===== config.mk =====
export PLATFORM = sky130hd
export DESIGN_NAME = operand_memory_bank
export DESIGN_NICKNAME = d
export VERILOG_FILES = /design/src/rtl/operand_mem_pkg.sv /design/src/rtl/operand_mem_array.sv /design/src/rtl/operand_memory_bank.sv
export SDC_FILE = /design/constraint.sdc
export NUM_CORES = 1
export LEC_CHECK = 0
export CAP_MARGIN = 20
export CORE_MARGIN = 3
export CORE_UTILIZATION = 63
export DETAILED_ROUTE_END_ITERATION = 12
export GPL_ROUTABILITY_DRIVEN = 0
export PLACE_DENSITY = 0.94
export RECOVER_POWER = 100
export SYNTH_ARGS = -nofsm -noshare
export SYNTH_HDL_FRONTEND = slang
export SYNTH_SLANG_ARGS = --single-unit

===== constraint.sdc =====
create_clock -name clk -period 6.3 [get_ports clk]
set_input_delay 1.26 -clock clk [delete_from_list [all_inputs] [get_ports clk]]
set_output_delay 1.26 -clock clk [all_outputs]
set_load 0.005 [all_outputs]

===== src/rtl/operand_mem_pkg.sv =====
`default_nettype none
// ============================================================================
//  Module      : operand_mem_pkg
//  Description : Shared definitions for the operand memory bank: the bank
//                controller state encoding and the default multiplier used
//                to build the power-on / re-init contents.
//  Contents    : state_t             - INIT / READY controller states
//                C_INIT_MULT_DEFAULT - default init-pattern multiplier
//  Revision    : 1.0 - initial release
// ============================================================================
package operand_mem_pkg;

    typedef enum logic [0:0] {
        ST_INIT  = 1'b0,
        ST_READY = 1'b1
    } state_t;

    localparam logic [31:0] C_INIT_MULT_DEFAULT = 32'h0000_9E37;

endpackage : operand_mem_pkg
`default_nettype wire


===== src/rtl/operand_mem_array.sv =====
`default_nettype none
// ============================================================================
//  Module      : operand_mem_array
//  Description : DEPTH x DATA_W storage with one synchronous write port and
//                two independent registered read ports. Neither the storage
//                nor the read registers are reset; the owner masks the read
//                data until a valid read has been captured.
//  Ports       : clk               - clock
//                we_i/waddr_i/wdata_i       - write port
//                re0_i/raddr0_i/rdata0_o    - read port 0 (1-cycle latency)
//                re1_i/raddr1_i/rdata1_o    - read port 1 (1-cycle latency)
//  Revision    : 1.0 - initial release
// ============================================================================
module operand_mem_array
    import operand_mem_pkg::*;
#(
    parameter int DATA_W = 16,
    parameter int DEPTH  = 16,
    parameter int ADDR_W = $clog2(DEPTH)
) (
    input  logic              clk,
    input  logic              we_i,
    input  logic [ADDR_W-1:0] waddr_i,
    input  logic [DATA_W-1:0] wdata_i,
    input  logic              re0_i,
    input  logic [ADDR_W-1:0] raddr0_i,
    output logic [DATA_W-1:0] rdata0_o,
    input  logic              re1_i,
    input  logic [ADDR_W-1:0] raddr1_i,
    output logic [DATA_W-1:0] rdata1_o
);

    logic [DATA_W-1:0] mem_q [DEPTH];
    logic [DATA_W-1:0] rdata0_q;
    logic [DATA_W-1:0] rdata1_q;

    // Read-before-write: a read of the address being written sees old data.
    always_ff @(posedge clk) begin
        if (we_i) begin
            mem_q[waddr_i] <= wdata_i;
        end
        if (re0_i) begin
            rdata0_q <= mem_q[raddr0_i];
        end
        if (re1_i) begin
            rdata1_q <= mem_q[raddr1_i];
        end
    end

    assign rdata0_o = rdata0_q;
    assign rdata1_o = rdata1_q;

endmodule : operand_mem_array
`default_nettype wire


===== src/rtl/operand_memory_bank.sv =====
`default_nettype none
// ============================================================================
//  Module      : operand_memory_bank
//  Description : Two-read / one-write operand store. After reset or an
//                init request every entry i is rewritten with
//                (i * INIT_MULT) mod 2^DATA_W, one entry per cycle, while
//                busy_o is high. Out-of-range accesses read as zero, drop
//                writes and pulse addr_err_o.
//  Ports       : clk, rst (async, active-high)
//                init_req_i / busy_o          - re-init request / in progress
//                rd_en*_i, rd_addr*_i         - read requests, ports 0/1
//                rd_data*_o, rd_valid*_o      - registered read results
//                wr_en_i, wr_addr_i, wr_data_i - write port
//                addr_err_o                   - out-of-range access pulse
//  Revision    : 1.0 - initial release
// ============================================================================
module operand_memory_bank
    import operand_mem_pkg::*;
#(
    parameter int          DATA_W    = 16,
    parameter int          DEPTH     = 16,
    parameter int          ADDR_W    = $clog2(DEPTH),
    parameter logic [31:0] INIT_MULT = C_INIT_MULT_DEFAULT,
    parameter bit          BYPASS    = 1'b1
) (
    input  logic              clk,
    input  logic              rst,
    input  logic              init_req_i,
    output logic              busy_o,
    input  logic              rd_en0_i,
    input  logic [ADDR_W-1:0] rd_addr0_i,
    output logic [DATA_W-1:0] rd_data0_o,
    output logic              rd_valid0_o,
    input  logic              rd_en1_i,
    input  logic [ADDR_W-1:0] rd_addr1_i,
    output logic [DATA_W-1:0] rd_data1_o,
    output logic              rd_valid1_o,
    input  logic              wr_en_i,
    input  logic [ADDR_W-1:0] wr_addr_i,
    input  logic [DATA_W-1:0] wr_data_i,
    output logic              addr_err_o
);

    localparam int                C_PROD_W = (ADDR_W + 32 > DATA_W) ? ADDR_W + 32 : DATA_W;
    localparam logic [ADDR_W-1:0] C_LAST   = ADDR_W'(DEPTH - 1);
    localparam logic [ADDR_W:0]   C_DEPTH  = (ADDR_W + 1)'(DEPTH);

    state_t            state_q, state_d;
    logic [ADDR_W-1:0] cnt_q, cnt_d;

    logic              w_ready;
    logic              w_in0, w_in1, w_win;
    logic              w_acc0, w_acc1;
    logic              w_err;
    logic              w_arr_we;
    logic [ADDR_W-1:0] w_arr_waddr;
    logic [DATA_W-1:0] w_arr_wdata;
    logic [DATA_W-1:0] w_init_val;
    logic [DATA_W-1:0] w_arr_rdata0, w_arr_rdata1;

    // Per-port result selection, captured with each accepted read so the
    // presented value holds until the next read on that port.
    logic              rd_valid0_q, rd_valid1_q;
    logic              zero0_q, zero1_q;
    logic              byp0_q, byp1_q;
    logic [DATA_W-1:0] byp_data0_q, byp_data1_q;
    logic              addr_err_q;

    // ------------------------------------------------------------------ FSM
    always_ff @(posedge clk or posedge rst) begin
        if (rst) begin
            state_q <= ST_INIT;
            cnt_q   <= '0;
        end else begin
            state_q <= state_d;
            cnt_q   <= cnt_d;
        end
    end

    always_comb begin
        state_d = state_q;
        cnt_d   = cnt_q;
        case (state_q)
            ST_INIT: begin
                if (init_req_i) begin
                    cnt_d = '0;
                end else if (cnt_q == C_LAST) begin
                    state_d = ST_READY;
                    cnt_d   = '0;
                end else begin
                    cnt_d = cnt_q + ADDR_W'(1);
                end
            end
            ST_READY: begin
                if (init_req_i) begin
                    state_d = ST_INIT;
                    cnt_d   = '0;
                end
            end
            default: begin
                state_d = ST_INIT;
                cnt_d   = '0;
            end
        endcase
    end

    assign w_ready = (state_q == ST_READY);
    assign busy_o  = ~w_ready;

    // ------------------------------------------------------ range checking
    assign w_in0  = ({1'b0, rd_addr0_i} < C_DEPTH);
    assign w_in1  = ({1'b0, rd_addr1_i} < C_DEPTH);
    assign w_win  = ({1'b0, wr_addr_i}  < C_DEPTH);
    assign w_acc0 = w_ready & rd_en0_i;
    assign w_acc1 = w_ready & rd_en1_i;
    assign w_err  = w_ready & ((rd_en0_i & ~w_in0) | (rd_en1_i & ~w_in1) | (wr_en_i & ~w_win));

    // ------------------------------------------------------ write steering
    // Product is formed wide enough for any counter value, then truncated.
    assign w_init_val  = DATA_W'(C_PROD_W'(cnt_q) * C_PROD_W'(INIT_MULT));
    assign w_arr_we    = ~w_ready | (wr_en_i & w_win);
    assign w_arr_waddr = w_ready ? wr_addr_i : cnt_q;
    assign w_arr_wdata = w_ready ? wr_data_i : w_init_val;

    operand_mem_array #(
        .DATA_W (DATA_W),
        .DEPTH  (DEPTH),
        .ADDR_W (ADDR_W)
    ) u_array (
        .clk      (clk),
        .we_i     (w_arr_we),
        .waddr_i  (w_arr_waddr),
        .wdata_i  (w_arr_wdata),
        .re0_i    (w_acc0 & w_in0),
        .raddr0_i (rd_addr0_i),
        .rdata0_o (w_arr_rdata0),
        .re1_i    (w_acc1 & w_in1),
        .raddr1_i (rd_addr1_i),
        .rdata1_o (w_arr_rdata1)
    );

    // ---------------------------------------------- read result registers
    // zero*_q resets high so rd_data reads 0 before any read has landed,
    // which masks the unreset array read registers.
    always_ff @(posedge clk or posedge rst) begin
        if (rst) begin
            rd_valid0_q <= 1'b0;
            rd_valid1_q <= 1'b0;
            zero0_q     <= 1'b1;
            zero1_q     <= 1'b1;
            byp0_q      <= 1'b0;
            byp1_q      <= 1'b0;
            byp_data0_q <= '0;
            byp_data1_q <= '0;
            addr_err_q  <= 1'b0;
        end else begin
            rd_valid0_q <= w_acc0;
            rd_valid1_q <= w_acc1;
            addr_err_q  <= w_err;
            if (w_acc0) begin
                zero0_q     <= ~w_in0;
                byp0_q      <= BYPASS & wr_en_i & w_win & (wr_addr_i == rd_addr0_i);
                byp_data0_q <= wr_data_i;
            end
            if (w_acc1) begin
                zero1_q     <= ~w_in1;
                byp1_q      <= BYPASS & wr_en_i & w_win & (wr_addr_i == rd_addr1_i);
                byp_data1_q <= wr_data_i;
            end
        end
    end

    assign rd_data0_o  = zero0_q ? '0 : (byp0_q ? byp_data0_q : w_arr_rdata0);
    assign rd_data1_o  = zero1_q ? '0 : (byp1_q ? byp_data1_q : w_arr_rdata1);
    assign rd_valid0_o = rd_valid0_q;
    assign rd_valid1_o = rd_valid1_q;
    assign addr_err_o  = addr_err_q;

endmodule : operand_memory_bank
`default_nettype wire

==> results.md, run 1 <==
- I/O Pins: 70
- R2R Path Start: cnt_q[1]
- Num rows: 58
- Synth-to-Final Area Change: 12.2%
- Type of origin of the critical path: flop
- Largest net degree at the start of global routing: 49
- GRT Total Usage: 0.357
- Register area share after synthesis: 0.598
- Worst R2R End: u_array.mem_q[4][13]
- Inst Count DP: 1249
- Comb pwr share: 0.115
- Max Root-Sink Buffers: 3
- RSZ-0062 raised after global routing: no
- DP Wirelength: 26800 um
- R2R Setup Slk: 1.31 ns
- CTS Sinks: 331
- Final Hold Viols: 0
- Worst setup path class: flop to primary output
- CP endpoint kind: primary output
- Least-Margin Pin Slew: 2.08 ns
- Post-route antenna net violation count: 0
- Leakage power: 6.38 nW
- Wire per inst: 37.2 um
- Slew Limit Headroom: -0.385
- DIE HEIGHT: 167 um
- Top cell type's share of synthesized area: 0.531
- Mapped Nets: 931
- Hold EP: byp_data1_q[11]
- TritonCTS clock tree: done
- Clock power share: 0.401
- Clock latency at the later pin of the worst-skew pair: 0.53 ns
- Top_reg_cell synth: edfxtp_1
- Gr ovfl total: 0
- Hold Path Class: flop to flop
- Final Slew Violations: 411
- Slowest-stage cell, CP: clkbuf_1
- Hold buffer count at CTS: 0
- Period minus WS final: 5.02 ns
- Tot Pwr: 5.41 mW
- Worst-path clk slew: 0.06 ns
- Die width: 167 um
- Initial DRC count: 2052
- Net Sw Power: 1.29 mW
- Yosys top cell by area: edfxtp_1
- Core area: 0.0253 mm^2
- Post-route clock skew: 0.0168 ns
- Post-synth EDFFs: 288
- Crit path DAT: 3.76 ns
- Failing checks: max-capacitance violations, max-slew violations
- Sequential share of power: 0.484
- Peak supply drop: 0.000224 V
- Max FO, Critical Path: 45
- First-pass DRT Iterations: 11
- PD cells: 296 mW/mm^2
- Vias in the first global route: 10688
- Starting Density: 0.644
- Post-CTS setup buffers: 0
- CP peak stage delay: 1.48 ns
- # DRC: 0
- Worst-path cell chain: clkbuf_1 > inv_1 > clkbuf_1 > dlygate4sd3_1
- Maximum Capacitance Violations: 17
- Syn_area_per_cell: 18.7 um^2
- Async SR Flop Fraction: 0.130
- DR vias: 10501
- Run status: complete, but fails checks
- Number of diodes: 0
- #FFs+latches synth: 331
- Nets: 1017
- Setup Viol. Count Final: 0
- Root buffer cell: clkbuf_16
- R2R depth: 11
- Vias per cell: 8.02
- Hold Crit Depth: 1
- Post-synthesis cell count: 870
- Synth top area cells: edfxtp_1, mux4_2, mux4_1, dfrtp_1, mux2_2
- Post-CTS sizing: 0
- Die Footprint: 0.0278 mm^2
- Internal: 4.12 mW
- WL final: 48700 um
- CTS buffer count: 34
- CP required: 5.04 ns
- Tcrit/Tclk final: 0.796
- # H-tree levels: 2
- Fraction of layout cells with a size suffix above 1: 0.222
- Ys Warns: 0
- Port bufs: 68
- Cell mode on critical path: clkbuf_1
- First-pass GRT wire length: 72600 um
- Sw frac: 0.239
- TNS Setup: 0 ns
- Hold path start: byp_data1_q[11]
- Fill cells: 1283
- Synth unique cells: 56
- Fmax achieved: 0.199 GHz
- Initial antenna violation count: 2
- Post-synthesis cell area: 0.0163 mm^2
- Non-Filler Instances: 1310
[sequential cells by signal, indices dropped and copies added, names as in the netlist]
name	flops
rd_valid1_o	1
byp_data0_q	16
u_array.rdata0_o	16
state_q	1
zero0_q	1
u_array.mem_q	256
u_array.rdata1_o	16
rd_valid0_o	1
cnt_q	4
byp0_q	1
byp1_q	1
zero1_q	1
byp_data1_q	16
[layout by cell type (no fill, tap or decap), types with 13 or more instances in the layout]
cell,synthesis,final
dfrtp_1,41,41
nor2_1,67,55
ha_1,21,21
edfxtp_1,288,288
clkbuf_1,17,35
nand2_1,26,26
clkbuf_16,0,35
mux4_2,112,112
dlygate4sd3_1,0,37
mux2i_1,34,34
mux4_1,46,46
a21oi_1,13,13
mux2_2,33,30
clkdlybuf4s50_1,0,27
inv_1,20,20
[layer usage]
metal,global-route usage,vias up,part of all wire
met5,0,-,0
met3,0.104,300,0.14
li1,-,3797,-
met2,0.558,1214,0.47
met1,0.464,5190,0.32
met4,0.183,0,0.069
[worst max-delay path, delay by kind of cell (launching register included)]
family	cells	cell delay, ns
DFF	1	0.32
buffers and inverters	4	2.91
[power by group through the flow]
stage | clock network [mW] | registers (mW) | logic, mW
floorplan | 0 | 2.63 | 0.397
global placement | 0 | 2.64 | 0.544
detailed placement | 0 | 2.65 | 0.584
CTS | 2.17 | 2.61 | 0.607
global route | 2.26 | 2.62 | 0.645
finish | 2.17 | 2.62 | 0.623
[logic make-up after synthesis]
group | count (synthesis) | synth area share
other | 1 | 0.000230
flip-flops | 331 | 0.598
adder cells (fa/ha/maj) | 27 | 0.0235
multiplexers | 227 | 0.276
AND/OR/NAND/NOR | 134 | 0.0368
AO/OA/AOI/OAI | 61 | 0.0258
buffers and inverters | 76 | 0.0328
XOR/XNOR | 13 | 0.00700
[metrics by stage]
step                hold slack, ns  worst slack (ns)  instance area [um^2]   util
floorplan                    0.479              2.44                 16300      -
global placement             0.487              2.00                 17200  0.681
detailed placement           0.494              2.03                 17200  0.681
CTS                          0.507              1.88                 18400  0.728
global route                 0.527              1.09                 18300  0.723
finish                       0.507              1.28                 18300  0.723
[cell type report]
| cell class | instances | area [um^2] | area share |
|---|---|---|---|
| inverter | 20 | 75.1 | 0.00411 |
| clock inverter | 21 | 279 | 0.0153 |
| multi-input combinational | 463 | 6040 | 0.331 |
| sequential | 331 | 9730 | 0.533 |
| tap | 330 | 413 | 0.0226 |
| clock buffer | 39 | 901 | 0.0493 |
| timing repair buffer | 106 | 826 | 0.0452 |
[worst max path at each step]
stage	cells past startpoint	start	slack, ns	end
floorplan	10	cnt_q[1]	2.44	u_array.mem_q[0][13]
global placement	10	cnt_q[1]	2.00	u_array.mem_q[14][13]
detailed placement	11	cnt_q[1]	2.03	u_array.mem_q[13][13]
CTS	11	cnt_q[1]	1.88	u_array.mem_q[14][13]
global route	4	state_q	1.09	busy_o
finish	4	state_q	1.28	busy_o
[synth_stat cells, types with 8 or more instances]
| cell | number |
|---|---|
| nor2_1 | 67 |
| ha_1 | 21 |
| clkbuf_1 | 17 |
| a21oi_1 | 13 |
| inv_1 | 20 |
| mux4_2 | 112 |
| mux2_2 | 33 |
| edfxtp_1 | 288 |
| xor2_1 | 8 |
| nand2_1 | 26 |
| buf_2 | 15 |
| mux2i_1 | 34 |
| dfrtp_1 | 41 |
| nor3_1 | 10 |
| nand3_1 | 9 |
| buf_12 | 8 |
| o21ai_0 | 9 |
| mux4_1 | 46 |
Power figures use the tool's default switching activity.
==> inputs of run 2 (changes only) <==
--- a/config.mk
+++ b/config.mk
@@ -7,10 +7,10 @@
 export LEC_CHECK = 0
 export CAP_MARGIN = 20
 export CORE_MARGIN = 3
-export CORE_UTILIZATION = 63
+export CORE_UTILIZATION = 55
 export DETAILED_ROUTE_END_ITERATION = 12
 export GPL_ROUTABILITY_DRIVEN = 0
-export PLACE_DENSITY = 0.94
+export PLACE_DENSITY = 0.88
 export RECOVER_POWER = 100
 export SYNTH_ARGS = -nofsm -noshare
 export SYNTH_HDL_FRONTEND = slang
==> constraint.sdc (replaced) <==
create_clock -name clk -period 4.6 [get_ports clk]
set_input_delay 0.92 -clock clk [delete_from_list [all_inputs] [get_ports clk]]
set_output_delay 0.92 -clock clk [all_outputs]
set_load 0.005 [all_outputs]
==> results.md, run 2 (synthesis gave the netlist of run 1 again) <==
- Run status: complete, but fails checks
- Failing checks: max-capacitance violations, max-slew violations
- Starting Density: 0.562 (-0.0820)
- Post-route clock skew: 0.0186 ns (+0.00176 ns)
- Max FFs per register: 256 (unchanged)
- Maximum Capacitance Violations: 14 (-3)
- Wire per inst: 31.5 um (-15%)
- Fmax achieved: 0.239 GHz
- Slew Limit Headroom: -0.456 (-0.0709)
- Slowest-stage cell, CP: fa_1
- Hold buffer count at CTS: 0 (unchanged)
- CP required: 5.01 ns (-0.03 ns)
- Hold Crit Depth: 1 (unchanged)
- Most frequent cells in the layout: edfxtp_1, mux4_2, nor2_1, mux4_1, clkbuf_1
- Port bufs: 68 (unchanged)
- Root buffer cell: clkbuf_16
- # H-tree levels: 1 (-1)
- CTS buffer count: 31 (-8.8%)
- Gr ovfl total: 0 (unchanged)
- Die Footprint: 0.0317 mm^2 (+14%)
- Leakage power: 6.32 nW (-1.0%)
- Core area: 0.0289 mm^2 (+15%)
- Tcrit/Tclk final: 0.911
- Max Root-Sink Buffers: 3 (unchanged)
- Peak supply drop: 0.000295 V (+32%)
- Synth-to-Final Area Change: 11.8%
- Period minus WS final: 4.19 ns
- Worst setup path class: flop to flop
- CTS Sinks: 331 (unchanged)
- DIE HEIGHT: 178 um (+6.8%)
- Tot Pwr: 6.86 mW (+27%)
- Worst-path cell chain: fa_1 > inv_1 > fa_1 > inv_1 > ha_1 > a21o_1 > a2111oi_0 > nand3_1 > and4_1 > nor3_1 > buf_4
- Reg with most FFs: u_array.mem_q
- Commonest non-fill, non-tap cell in the layout: edfxtp_1
- Crit path DAT: 4.60 ns (+0.84 ns)
- Post-CTS sizing: 0 (unchanged)
- WL final: 43300 um (-11%)
- Hold Path Class: flop to flop
- Type of origin of the critical path: flop
- Num rows: 62 (+6.9%)
- Final Slew Violations: 287 (-30%)
- Setup Viol. Count Final: 0 (unchanged)
- TritonCTS clock tree: done
- RSZ-0062 raised after global routing: no
- Vias per cell: 7.07 (-12%)
- CP endpoint kind: flop
- Worst-path clk slew: 0.06 ns (about the same)
- Least-Margin Pin Slew: 2.18 ns (+0.106 ns)
- GRT Total Usage: 0.276 (-0.0808)
- Initial DRC count: 1420 (-31%)
- CP peak stage delay: 0.60 ns (-0.88 ns)
- # DRC: 0 (unchanged)
- Largest net degree at the start of global routing: 66 (+35%)
- Max FO, Critical Path: 11 (-76%)
- Nets: 1025 (+0.79%)
- DR vias: 9706 (-7.6%)
- Clock latency at the later pin of the worst-skew pair: 0.57 ns (+0.04 ns)
- Post-route antenna net violation count: 0 (unchanged)
- I/O Pins: 70 (unchanged)
- Post-CTS setup buffers: 0 (unchanged)
- R2R depth: 11 (unchanged)
- Initial antenna violation count: 0 (-2)
- Die width: 178 um (+6.8%)
- First-pass GRT wire length: 63400 um (-13%)
- DP Wirelength: 26100 um (-2.4%)
- PD cells: 377 mW/mm^2 (+27%)
- Number of diodes: 0 (unchanged)
- Vias in the first global route: 9973 (-6.7%)
- Final Hold Viols: 0 (unchanged)
- First-pass DRT Iterations: 5 (-6)
- TNS Setup: 0 ns (unchanged)
- Fraction of layout cells with a size suffix above 1: 0.217 (-0.00585)
[run 2: cell count changes in the layout (fill, tap and decap cells not counted), moves of 3 or more]
cell | before | now
nor2_1 | 55 | 62
clkbuf_16 | 35 | 31
nor2_2 | 12 | 5
buf_4 | 6 | 10
clkinv_1 | 7 | 3
clkinvlp_4 | 0 | 3
clkbuf_1 | 35 | 46
bufinv_16 | 7 | 2
[run 2: metrics by stage]
| step | utilization | cell area (um^2) | worst slack, ns | hold WS (ns) | instances |
|---|---|---|---|---|---|
| final | 0.629 | 18200 | 0.407 | 0.506 | 1372 |
| after global routing | 0.629 | 18200 | 0.271 | 0.522 | 1372 |
| after CTS | 0.633 | 18300 | 0.584 | 0.510 | 1371 |
| after detailed placement | 0.600 | 17400 | 0.694 | 0.496 | 1314 |
| after global placement | 0.600 | 17400 | 0.326 | 0.487 | 1313 |
| after floorplan | - | 16300 | 0.743 | 0.479 | 870 |
[run 2: final timing paths]
check,from,endpoint,slack (ns)
setup / recovery,cnt_q[3],u_array.mem_q[9][13],0.41
hold / removal,byp_data0_q[7],byp_data0_q[7],0.51
setup reg to reg,cnt_q[3],u_array.mem_q[9][13],0.41
hold reg to reg,byp_data0_q[7],byp_data0_q[7],0.51
max in group asynchronous,rst,byp_data0_q[2],1.51
min in group asynchronous,rst,byp_data1_q[10],0.76
[run 2: per-layer routing]
metal / vias up / wire length (um) / part of all wire / GRT usage
met5: - / 0 / 0 / 0
met4: 0 / 2740 / 0.063 / 0.154
met3: 200 / 4920 / 0.11 / 0.0551
met2: 824 / 21200 / 0.49 / 0.455
met1: 4867 / 14400 / 0.33 / 0.345
li1: 3815 / - / - / -
[run 2: worst max-delay path, delay by kind of cell (launching register included)]
| family | cells | cell delay (ns) |
|---|---|---|
| AND/OR/NAND/NOR | 3 | 1.01 |
| flip-flops | 1 | 0.52 |
| adder cells (fa/ha/maj) | 3 | 1.42 |
| buffers and inverters | 3 | 0.41 |
| AO/OA/AOI/OAI | 2 | 0.68 |
[run 2: report_power, final]
group | switching (mW) | internal [mW]
logic | 0.475 | 0.340
clock network | 1.09 | 1.38
registers | 0.0658 | 3.51
[run 2: cell type report]
type	instances	area, um^2
timing repair buffer	117	915
clock buffer	42	837
fill	1884	10700
multi-input combinational	463	6020
tap	384	480
sequential	331	9730
inverter	20	75.1
clock inverter	15	133
